### config.mk
export PLATFORM = sky130hd
export DESIGN_NAME = pipeline_sequencer
export DESIGN_NICKNAME = d
export VERILOG_FILES = /design/src/rtl/pipeline_sequencer.sv
export SDC_FILE = /design/constraint.sdc
export NUM_CORES = 1
export LEC_CHECK = 0
export CELL_PAD_IN_SITES_DETAIL_PLACEMENT = 1
export CELL_PAD_IN_SITES_GLOBAL_PLACEMENT = 1
export CORE_ASPECT_RATIO = 1.25
export CORE_UTILIZATION = 36
export CTS_CLUSTER_DIAMETER = 200
export DETAILED_ROUTE_END_ITERATION = 10
export GPL_TIMING_DRIVEN = 0
export PLACE_DENSITY_LB_ADDON = 0.1
export REMOVE_ABC_BUFFERS = 1
export SYNTH_ARGS = -nofsm -noshare
export SYNTH_HDL_FRONTEND = slang
export SYNTH_SLANG_ARGS = --single-unit
### constraint.sdc
create_clock -name clk -period 2 [get_ports clk]
set_input_delay 0.2 -clock clk [delete_from_list [all_inputs] [get_ports clk]]
set_output_delay 0.2 -clock clk [all_outputs]
set_load 0.05 [all_outputs]
### src/rtl/pipeline_sequencer.sv
// rtl/pipeline_sequencer.sv - PC, condition flags and issue/flush/memory-stall control for the vector core
// Optional feature macro: SEQ_FLAG_FORWARD_EN (forward same-cycle CMP result into condition evaluation)
module pipeline_sequencer #(
    parameter int PC_BITS      = 10,
    parameter int RESET_PC     = 0,
    parameter int FLUSH_CYCLES = 2,
    parameter int MEM_TIMEOUT  = 15
) (
    input  logic               clk,
    input  logic               rst,
    input  logic               start,
    input  logic               instr_valid,
    input  logic               is_cmp,
    input  logic [1:0]         cond,
    input  logic               enable_jump,
    input  logic [PC_BITS-1:0] jump_address,
    input  logic               enable_mem,
    input  logic               flag_end,
    input  logic               cmp_valid,
    input  logic               cmp_eq,
    input  logic               cmp_gt,
    input  logic               mem_ready,
    output logic [PC_BITS-1:0] pc,
    output logic               fetch_en,
    output logic               issue_en,
    output logic               flush,
    output logic               mem_req,
    output logic               halted,
    output logic               error
);

    typedef enum logic [2:0] {
        S_IDLE     = 3'd0,
        S_RUN      = 3'd1,
        S_FLUSH    = 3'd2,
        S_MEM_WAIT = 3'd3,
        S_HALT     = 3'd4
    } state_t;

    localparam logic [1:0]         C_COND_EQ    = 2'b00;
    localparam logic [1:0]         C_COND_GT    = 2'b01;
    localparam logic [1:0]         C_COND_AL    = 2'b10;
    localparam logic [1:0]         C_COND_NE    = 2'b11;
    localparam logic [PC_BITS-1:0] C_RESET_PC   = PC_BITS'(RESET_PC);
    localparam logic [PC_BITS-1:0] C_PC_ONE     = PC_BITS'(1);
    localparam logic [2:0]         C_FLUSH_LOAD = 3'(FLUSH_CYCLES);
    localparam logic [7:0]         C_MEM_LAST   = 8'(MEM_TIMEOUT - 1);

    state_t             r_state;
    state_t             w_next;
    logic [PC_BITS-1:0] r_pc;
    logic               r_z;
    logic               r_gt;
    logic               r_flush;
    logic               r_mem_req;
    logic               r_halted;
    logic               r_error;
    logic [2:0]         r_flush_cnt;
    logic [7:0]         r_mem_cnt;

    logic               w_z_eval;
    logic               w_gt_eval;
    logic               w_pass;
    logic               w_issue;
    logic               w_do_end;
    logic               w_do_jump;
    logic               w_do_mem;
    logic               w_mem_timeout;
    logic               w_restart;

`ifdef SEQ_FLAG_FORWARD_EN
    // A CMP result arriving this cycle takes precedence over the stored flags
    assign w_z_eval  = cmp_valid ? cmp_eq : r_z;
    assign w_gt_eval = cmp_valid ? cmp_gt : r_gt;
`else
    // Conditions see only flags stored by earlier CMPs
    assign w_z_eval  = r_z;
    assign w_gt_eval = r_gt;
`endif

    assign w_pass = is_cmp
                  | (cond == C_COND_AL)
                  | ((cond == C_COND_EQ) &  w_z_eval)
                  | ((cond == C_COND_NE) & ~w_z_eval)
                  | ((cond == C_COND_GT) &  w_gt_eval);

    assign w_issue = (r_state == S_RUN) & instr_valid & w_pass;

    // END wins over a jump, a jump wins over a memory access
    assign w_do_end  = w_issue & flag_end;
    assign w_do_jump = w_issue & ~flag_end & enable_jump;
    assign w_do_mem  = w_issue & ~flag_end & ~enable_jump & enable_mem;

    assign w_mem_timeout = (r_state == S_MEM_WAIT) & ~mem_ready & (r_mem_cnt == C_MEM_LAST);
    assign w_restart     = start & ((r_state == S_IDLE) | (r_state == S_HALT));

    // State register
    always_ff @(posedge clk) begin
        if (rst) begin
            r_state <= S_IDLE;
        end else begin
            r_state <= w_next;
        end
    end

    // Next-state selection
    always_comb begin
        w_next = r_state;
        case (r_state)
            S_IDLE: begin
                if (start) w_next = S_RUN;
            end
            S_RUN: begin
                if (w_do_end)       w_next = S_HALT;
                else if (w_do_jump) w_next = S_FLUSH;
                else if (w_do_mem)  w_next = S_MEM_WAIT;
            end
            S_FLUSH: begin
                if (r_flush_cnt <= 3'd1) w_next = S_RUN;
            end
            S_MEM_WAIT: begin
                if (mem_ready)          w_next = S_RUN;
                else if (w_mem_timeout) w_next = S_HALT;
            end
            S_HALT: begin
                if (start) w_next = S_RUN;
            end
            default: w_next = S_IDLE;
        endcase
    end

    // Combinational outputs
    always_comb begin
        fetch_en = (r_state == S_RUN);
        issue_en = w_issue;
        pc       = r_pc;
        flush    = r_flush;
        mem_req  = r_mem_req;
        halted   = r_halted;
        error    = r_error;
    end

    // Registered outputs derive from the state being entered so they line up with it
    always_ff @(posedge clk) begin
        if (rst) begin
            r_flush   <= 1'b0;
            r_mem_req <= 1'b0;
            r_halted  <= 1'b0;
            r_error   <= 1'b0;
        end else begin
            r_flush   <= w_do_jump;
            r_mem_req <= (w_next == S_MEM_WAIT);
            r_halted  <= (w_next == S_HALT);
            if (w_mem_timeout) begin
                r_error <= 1'b1;
            end else if (w_restart) begin
                r_error <= 1'b0;
            end
        end
    end

    // Condition flags: restart clears them, otherwise any valid CMP result is captured
    always_ff @(posedge clk) begin
        if (rst) begin
            r_z  <= 1'b0;
            r_gt <= 1'b0;
        end else if ((r_state == S_HALT) && start) begin
            r_z  <= 1'b0;
            r_gt <= 1'b0;
        end else if (cmp_valid) begin
            r_z  <= cmp_eq;
            r_gt <= cmp_gt;
        end
    end

    // Program counter
    always_ff @(posedge clk) begin
        if (rst) begin
            r_pc <= C_RESET_PC;
        end else begin
            case (r_state)
                S_IDLE, S_HALT: begin
                    if (start) r_pc <= C_RESET_PC;
                end
                S_RUN: begin
                    if (w_do_jump) begin
                        r_pc <= jump_address;
                    end else if (!w_do_end && !w_do_mem) begin
                        r_pc <= r_pc + C_PC_ONE;
                    end
                end
                S_MEM_WAIT: begin
                    if (mem_ready) r_pc <= r_pc + C_PC_ONE;
                end
                default: r_pc <= r_pc;
            endcase
        end
    end

    // Flush bubble down-counter and memory wait cycle counter
    always_ff @(posedge clk) begin
        if (rst) begin
            r_flush_cnt <= 3'd0;
            r_mem_cnt   <= 8'd0;
        end else begin
            if (w_do_jump) begin
                r_flush_cnt <= C_FLUSH_LOAD;
            end else if ((r_state == S_FLUSH) && (r_flush_cnt != 3'd0)) begin
                r_flush_cnt <= r_flush_cnt - 3'd1;
            end
            if ((r_state == S_MEM_WAIT) && (w_next == S_MEM_WAIT)) begin
                r_mem_cnt <= r_mem_cnt + 8'd1;
            end else begin
                r_mem_cnt <= 8'd0;
            end
        end
    end

endmodule
==> metrics.md, run 1 <==
| Metric | Value |
|---|---|
| Status | completed |
| Share of layout cells above drive strength 1 | 10.6% |
| Footprint of the multi-input gates | 1110 um2 |
| Top sig layer | met4 |
| Largest net degree at the start of global routing | 22 |
| Clk pwr share | 36.8% |
| Number of remaining DRC errors | 0 |
| Clock skew | 0.00724 ns |
| Critical Path Source Type | primary input |
| Commonest non-fill, non-tap cell in the layout | clkdlybuf4s50_1 |
| P&R area growth vs syn | 35.3% |
| Clock-pin slew on the worst setup and hold paths | 0.06 ns |
| GR Overflow Total | 0 |
| CTS tree | done |
| Fillcell total | 554 |
| Routed met1 length | 2.09 mm |
| DR pass1 iterations | 4 |
| Fin area | 2320 um2 |
| CTS Buf Count | 5 |
| DR iter-0 viols | 65 |
| Post-Route WL | 4.68 mm |
| # diodes | 0 |
| Worst-path maximum fanout | 9 |
| Max transition margin | 45.4% |
| # port buffers | 39 |
| Sw frac | 28.5% |
| Core area | 4490 um2 |
| Nets | 284 |
| First-pass GRT wire length | 7.75 mm |
| Sequential power share | 44.9% |
| Vias post-DR | 1691 |
| Post-synth EDFFs | 0 |
| # hold bufs at CTS | 0 |
| Die height | 79.2 um |
| Final setup viols | 0 |
| RSZ-0062 raised after global routing | no |
| Clock Sinks | 30 |
| I/O pin count | 40 |
| Fin. Hold Viols | 0 |
| Clk_lat worst skew | 0.28 ns |
| Cells after Synth | 210 |
| Hold crit path type | register to register |
| Max-Cap Viols | 0 |
| Initial core utilization | 38.2% |
| Synth Cell Area | 1720 um2 |
| Int Pwr | 0.998 mW |
| H-tree depth | 2 |
| Placer Congestion | 0.758 |
| Clock tree root driver cell | clkbuf_8 |
| Vias in the first global route | 1633 |
| Slew Viols, Final | 0 |
| Leak | 0.810 nW |
| Row count | 27 |
| VDD IR-drop max | 0.437 mV |
| WL per Instance | 14.9 um |
| Cell taking the most area after synthesis | dfxtp_1 |
| Crit path required time | 1.80 ns |
| Switching power | 0.397 mW |
| #FFs+latches synth | 30 |
| CP arrival | 1.71 ns |
| Yosys cell types | 48 |
| Final core occ | 51.7% |
| Post-route ant nets | 0 |
| Gr usage total | 19.7% |
| Die Width | 63.8 um |
| WL met3 | 145 um |
| Crit path capture type | output pin |
| Fmax achieved | 0.525 GHz |
| Worst Tran Pin Value | 0.817 ns |
| Finished Layout Cells | 313 |
| Die area | 5050 um2 |
| Final worst path period share | 95.3% |
| Sequential cell area fraction in the yosys report | 35.0% |
| Initial antenna violation count | 0 |
| Post-DP HPWL | 3.30 mm |
| Clk buf depth | 2 |
| Syn_area_per_cell | 8.17 um2 |
| Ys async rst share | 0% |
| Met2 wire length | 2.39 mm |
| Final Critical Period | 1.91 ns |
| Register area | 602 um2 |
| DP Area | 2150 um2 |
| Most frequent cells in the layout | clkdlybuf4s50_1, dfxtp_1, nor2_1 |
| Yosys warnings | 0 |
| Synth area leaders | dfxtp_1, nor2_1, a21oi_1, ha_1, nand2b_1 |
| Placed insts | 302 |
| Setup CP Type | primary input to output pin |
| Share of the synthesized area in the top cell type | 35.0% |
| Via density | 5.40 |
| Combinational share of power | 18.3% |
| Top_reg_cell synth | dfxtp_1 |
| Power Density | 601 nW/um2 |
-- logic make-up after synthesis --
group                    after synthesis  synth area share, %
AND/OR/NAND/NOR                       94                 29.2
AO/OA/AOI/OAI                         52                 21.1
flip-flops                            30                 35.0
buffers and inverters                 16                 4.01
XOR/XNOR                               9                 4.59
adder cells (fa/ha/maj)                6                 4.37
multiplexers                           3                 1.75
-- layout make-up --
type / count / area share [%]
clock buffer: 7 / 3.72
clock inverter: 1 / 0.216
inverter: 11 / 1.78
multi-input combinational: 164 / 47.7
sequential: 30 / 25.9
tap: 58 / 3.12
timing repair buffer: 42 / 17.6
-- path summary, 6_finish.rpt --
check             start       end  slack, ns  depth (start not counted)
max             cond[1]  issue_en       0.09                          6
min               error     error       0.48                          2
max reg2reg  r_state[2]     pc[6]       0.13                          4
min reg2reg       error     error       0.48                          2
-- power groups by stage --
stage / logic, mW / clock network [mW] / registers [mW]
after floorplan: 0.119 / 0 / 0.649
after global placement: 0.235 / 0 / 0.638
after detailed placement: 0.235 / 0 / 0.638
after CTS: 0.241 / 0.530 / 0.625
after global routing: 0.277 / 0.557 / 0.628
final: 0.256 / 0.513 / 0.626
-- sequential cells by signal, indices dropped and copies added, names as in the netlist --
name         flops
r_mem_cnt        8
error            1
mem_req          1
r_z              1
flush            1
pc              10
r_state          3
r_gt             1
r_flush_cnt      3
halted           1
-- worst max-delay path, cell delays in order --
cell and delay, ns:
clkdlybuf4s50_1 0.48, nor2b_2 0.20, nor3_4 0.09, a21bo_4 0.27
nor3_4 0.21, buf_4 0.25
-- synthesized netlist by cell type, types with 2 or more instances --
cell type / count
nor2_1: 25
o21ai_1: 2
nand4_1: 3
a31oi_1: 3
and2b_1: 2
o2bb2ai_1: 5
a21oi_1: 16
a211oi_1: 3
nand3_1: 10
clkbuf_1: 3
nor3b_1: 3
or3_1: 2
and3_1: 2
nor2b_1: 5
dfxtp_1: 30
a21oi_2: 2
o211ai_1: 2
xor2_1: 4
inv_1: 11
o21ai_0: 6
o32ai_1: 2
mux2i_1: 3
nand2b_1: 8
nor3_1: 7
ha_1: 6
o31ai_1: 3
nor3_2: 2
xnor2_1: 5
nor4_1: 4
nand2_1: 13
-- per-stage QoR --
step | setup WS [ns] | power (mW) | hold slack [ns] | TNS, ns
after floorplan | 0.0220 | 0.769 | 0.269 | 0
after global placement | -0.576 | 0.873 | 0.465 | -3.55
after detailed placement | -0.593 | 0.873 | 0.474 | -3.53
after CTS | 0.0133 | 1.40 | 0.485 | 0
after global routing | 0.00435 | 1.46 | 0.503 | 0
final | 0.0935 | 1.39 | 0.477 | 0
-- routing by layer --
layer  GRT usage (%)  up-vias
li1                -      848
met3            4.60        6
met5               0        -
met2            35.3       33
met4            4.32        0
met1            23.4      804
-- repair_timing --
action / in CTS / in global routing
endpoints found under the setup margin: 7 / 10
gates resized for setup: 13 / 11
cloned: 0 / 0
pin swaps: 0 / 3
setup buffers: 0 / 3
Note: power is estimated with default switching activity, not from simulation.
==> inputs of run 2 (changes only) <==
--- a/config.mk
+++ b/config.mk
@@ -5,11 +5,13 @@
 export SDC_FILE = /design/constraint.sdc
 export NUM_CORES = 1
 export LEC_CHECK = 0
+export ABC_AREA = 1
 export CELL_PAD_IN_SITES_DETAIL_PLACEMENT = 1
 export CELL_PAD_IN_SITES_GLOBAL_PLACEMENT = 1
 export CORE_ASPECT_RATIO = 1.25
-export CORE_UTILIZATION = 36
+export CORE_UTILIZATION = 34
 export CTS_CLUSTER_DIAMETER = 200
+export CTS_CLUSTER_SIZE = 28
 export DETAILED_ROUTE_END_ITERATION = 10
 export GPL_TIMING_DRIVEN = 0
 export PLACE_DENSITY_LB_ADDON = 0.1
==> metrics.md, run 2 <==
| Metric | Value |
|---|---|
| Status | completed |
| Vias in the first global route | 1562 (-4.3%) |
| # diodes | 0 (unchanged) |
| Nets | 305 (+7.4%) |
| Crit path max-delay family | buffers and inverters |
| Initial core utilization | 36.2% (-2.0 points) |
| Via density | 4.74 (-12%) |
| Placed insts | 326 (+7.9%) |
| Number of remaining DRC errors | 0 (unchanged) |
| GR Overflow Total | 0 (unchanged) |
| Worst Tran Pin Value | 0.669 ns (-0.148 ns) |
| Setup CP Type | register to output pin |
| DR iter-0 viols | 40 (-38%) |
| Ys async rst share | 0% (unchanged) |
| Power Density | 636 nW/um2 (+5.9%) |
| First-pass GRT wire length | 6.72 mm (-13%) |
| Worst R2R End | pc[7] |
| Final worst path period share | 92.8% (-2.6 points) |
| CP arrival | 1.66 ns (-0.05 ns) |
| Commonest non-fill, non-tap cell in the layout | nand2_1 |
| Clock Sinks | 30 (unchanged) |
| Fillcell total | 586 (+5.8%) |
| Count leader, synth | nand2_1 |
| Crit path required time | 1.80 ns (about the same) |
| TNS Setup | 0 ns (unchanged) |
| Worst reg2reg path depth | 10 (+6) |
| Hold Slack | 0.469 ns (-0.00755 ns) |
| Top_reg_cell synth | dfxtp_1 |
| Setup crit end | issue_en |
| # port buffers | 39 (unchanged) |
| #FFs+latches synth | 30 (unchanged) |
| Clock-pin slew on the worst setup and hold paths | 0.06 ns (about the same) |
| Post-Route WL | 4.06 mm (-13%) |
| I/O pin count | 40 (unchanged) |
| Overall power | 1.36 mW (-2.7%) |
| Slowest-stage cell, CP | clkdlybuf4s15_1 |
| CTS Buf Count | 5 (unchanged) |
| Worst-path maximum fanout | 4 (-5) |
| Clock skew | 0.0105 ns (+0.00321 ns) |
| Syn_area_per_cell | 6.98 um2 (-15%) |
| Synth area leaders | dfxtp_1, nand2_1, a21oi_1, inv_1, nor2_1 |
| Die area | 5060 um2 (+0.24%) |
| Final setup viols | 0 (unchanged) |
| RR Startpoint | r_z |
| Setup bufs post-CTS | 0 (unchanged) |
| Share of layout cells above drive strength 1 | 7.64% (-3.0 points) |
| Fmax achieved | 0.539 GHz (+2.8%) |
| Core area | 4490 um2 (unchanged) |
| Crit path capture type | output pin |
| Reg2Reg Setup Slack | 0.29 ns (+0.16 ns) |
| DR pass1 iterations | 3 (-1) |
| Leak | 0.905 nW (+12%) |
| H-tree depth | 2 (unchanged) |
| Placer Congestion | 0.765 (+0.88%) |
| Max incr delay on CP | 0.49 ns (about the same) |
| Sequential cell area fraction in the yosys report | 37.0% (+2.0 points) |
| Clk buf depth | 2 (unchanged) |
| Synth Cell Area | 1630 um2 (-5.3%) |
| Yosys cell types | 31 (-35%) |
| Share of the synthesized area in the top cell type | 37.0% (+2.0 points) |
| Clk_lat worst skew | 0.28 ns (about the same) |
| Largest register FFs | 10 (unchanged) |
| Die Width | 63.8 um (+0.12%) |
| Fin. Hold Viols | 0 (unchanged) |
| Cell taking the most area after synthesis | dfxtp_1 |
| Most frequent cells in the layout | nand2_1, clkdlybuf4s50_1, dfxtp_1 |
| Worst path depth | 5 (-1) |
| Max transition margin | 55.3% (+9.8 points) |
| CTS tree | done |
| Clock tree root driver cell | clkbuf_8 |
| Bufs and invs on worst path | 2 (unchanged) |
| Finished Layout Cells | 333 (+6.4%) |
| WL per Instance | 12.2 um (-18%) |
| Cells after Synth | 233 (+11%) |
| Crit. Startpoint | r_state[2] |
| Slew Viols, Final | 0 (unchanged) |
| Row count | 27 (unchanged) |
| Hold crit path type | register to register |
| Gr usage total | 17.3% (-2.3 points) |
| Initial antenna violation count | 0 (unchanged) |
| P&R area growth vs syn | 31.3% |
| Min-Delay Path Depth | 2 (unchanged) |
| Largest net degree at the start of global routing | 17 (-23%) |
| Cells along the critical path | inv_2 -> nand2_2 -> nor3_2 -> and2_4 -> clkdlybuf4s15_1 |
| # hold bufs at CTS | 0 (unchanged) |
| Post-route ant nets | 0 (unchanged) |
| RSZ-0062 raised after global routing | no |
| Max-Cap Viols | 0 (unchanged) |
| Critical Path Source Type | register |
| Post-DP HPWL | 3.17 mm (-3.9%) |
| Vias post-DR | 1578 (-6.7%) |
| Post-synth EDFFs | 0 (unchanged) |
| Die height | 79.3 um (+0.12%) |
| Synth top cells by count | nand2_1, dfxtp_1, inv_1, nor2_1, a21oi_1 |
| Final Critical Period | 1.86 ns (-0.0513 ns) |
| Yosys warnings | 0 (unchanged) |
| VDD IR-drop max | 0.412 mV (-5.7%) |
[run 2: repair_timing]
action                                  4_1_cts  5_1_grt
resized for setup                             2        2
gates cloned                                  0        0
endpoints found under the setup margin        2        3
[run 2: worst min path at each step]
stage,end,from
floorplan,pc[2],rst
global placement,error,error
detailed placement,error,error
CTS,error,error
global route,error,error
finish,error,error
[run 2: layout make-up]
type	instances	area [um2]	area share, %
multi-input combinational	169	882	41.3
tap	58	72.6	3.40
sequential	30	601	28.2
clock buffer	7	76.3	3.58
timing repair buffer	39	389	18.2
inverter	30	113	5.28
[run 2: cells by family (layout without fill, tap and decap cells)]
kind of cell             count (synthesis)  after routing  synth area share (%)
XOR/XNOR                                10             10                  5.39
adder cells (fa/ha/maj)                  6              6                  4.62
buffers and inverters                   34             76                  8.78
multiplexers                             1              1                 0.616
AO/OA/AOI/OAI                           28             28                  9.55
AND/OR/NAND/NOR                        124            124                  34.1
flip-flops                              30             30                  37.0
[run 2: stage by stage]
| step | instance area (um2) | utilization (%) | setup WS [ns] |
|---|---|---|---|
| floorplan | 1600 | - | 0.220 |
| global placement | 2060 | 45.8 | -0.120 |
| detailed placement | 2060 | 45.8 | -0.149 |
| CTS | 2130 | 47.5 | 0.105 |
| global route | 2130 | 47.5 | 0.0320 |
| finish | 2130 | 47.5 | 0.145 |
[run 2: report_power, final]
part	internal (mW)	total [mW]	switching, mW
Combinational	0.104	0.271	0.167
Clock	0.239	0.449	0.210
Sequential	0.617	0.637	0.0198
Total	0.960	1.36	0.397
[run 2: tightest hold or removal path: cells and delay by family, from the launching register on]
kind | cells | cell delay (ns)
flip-flops | 1 | 0.31
AND/OR/NAND/NOR | 1 | 0.06
AO/OA/AOI/OAI | 1 | 0.05
[run 2: per-layer routing]
metal  GRT usage, %  part of all wire (%)  up-vias  wire, um
li1               -                     -      817         -
met1           17.0                    41      735      1660
met2           34.4                    54       21      2200
met3           4.17                   3.5        5       142
met4           6.14                   1.5        0        59
met5              0                     0        -         0
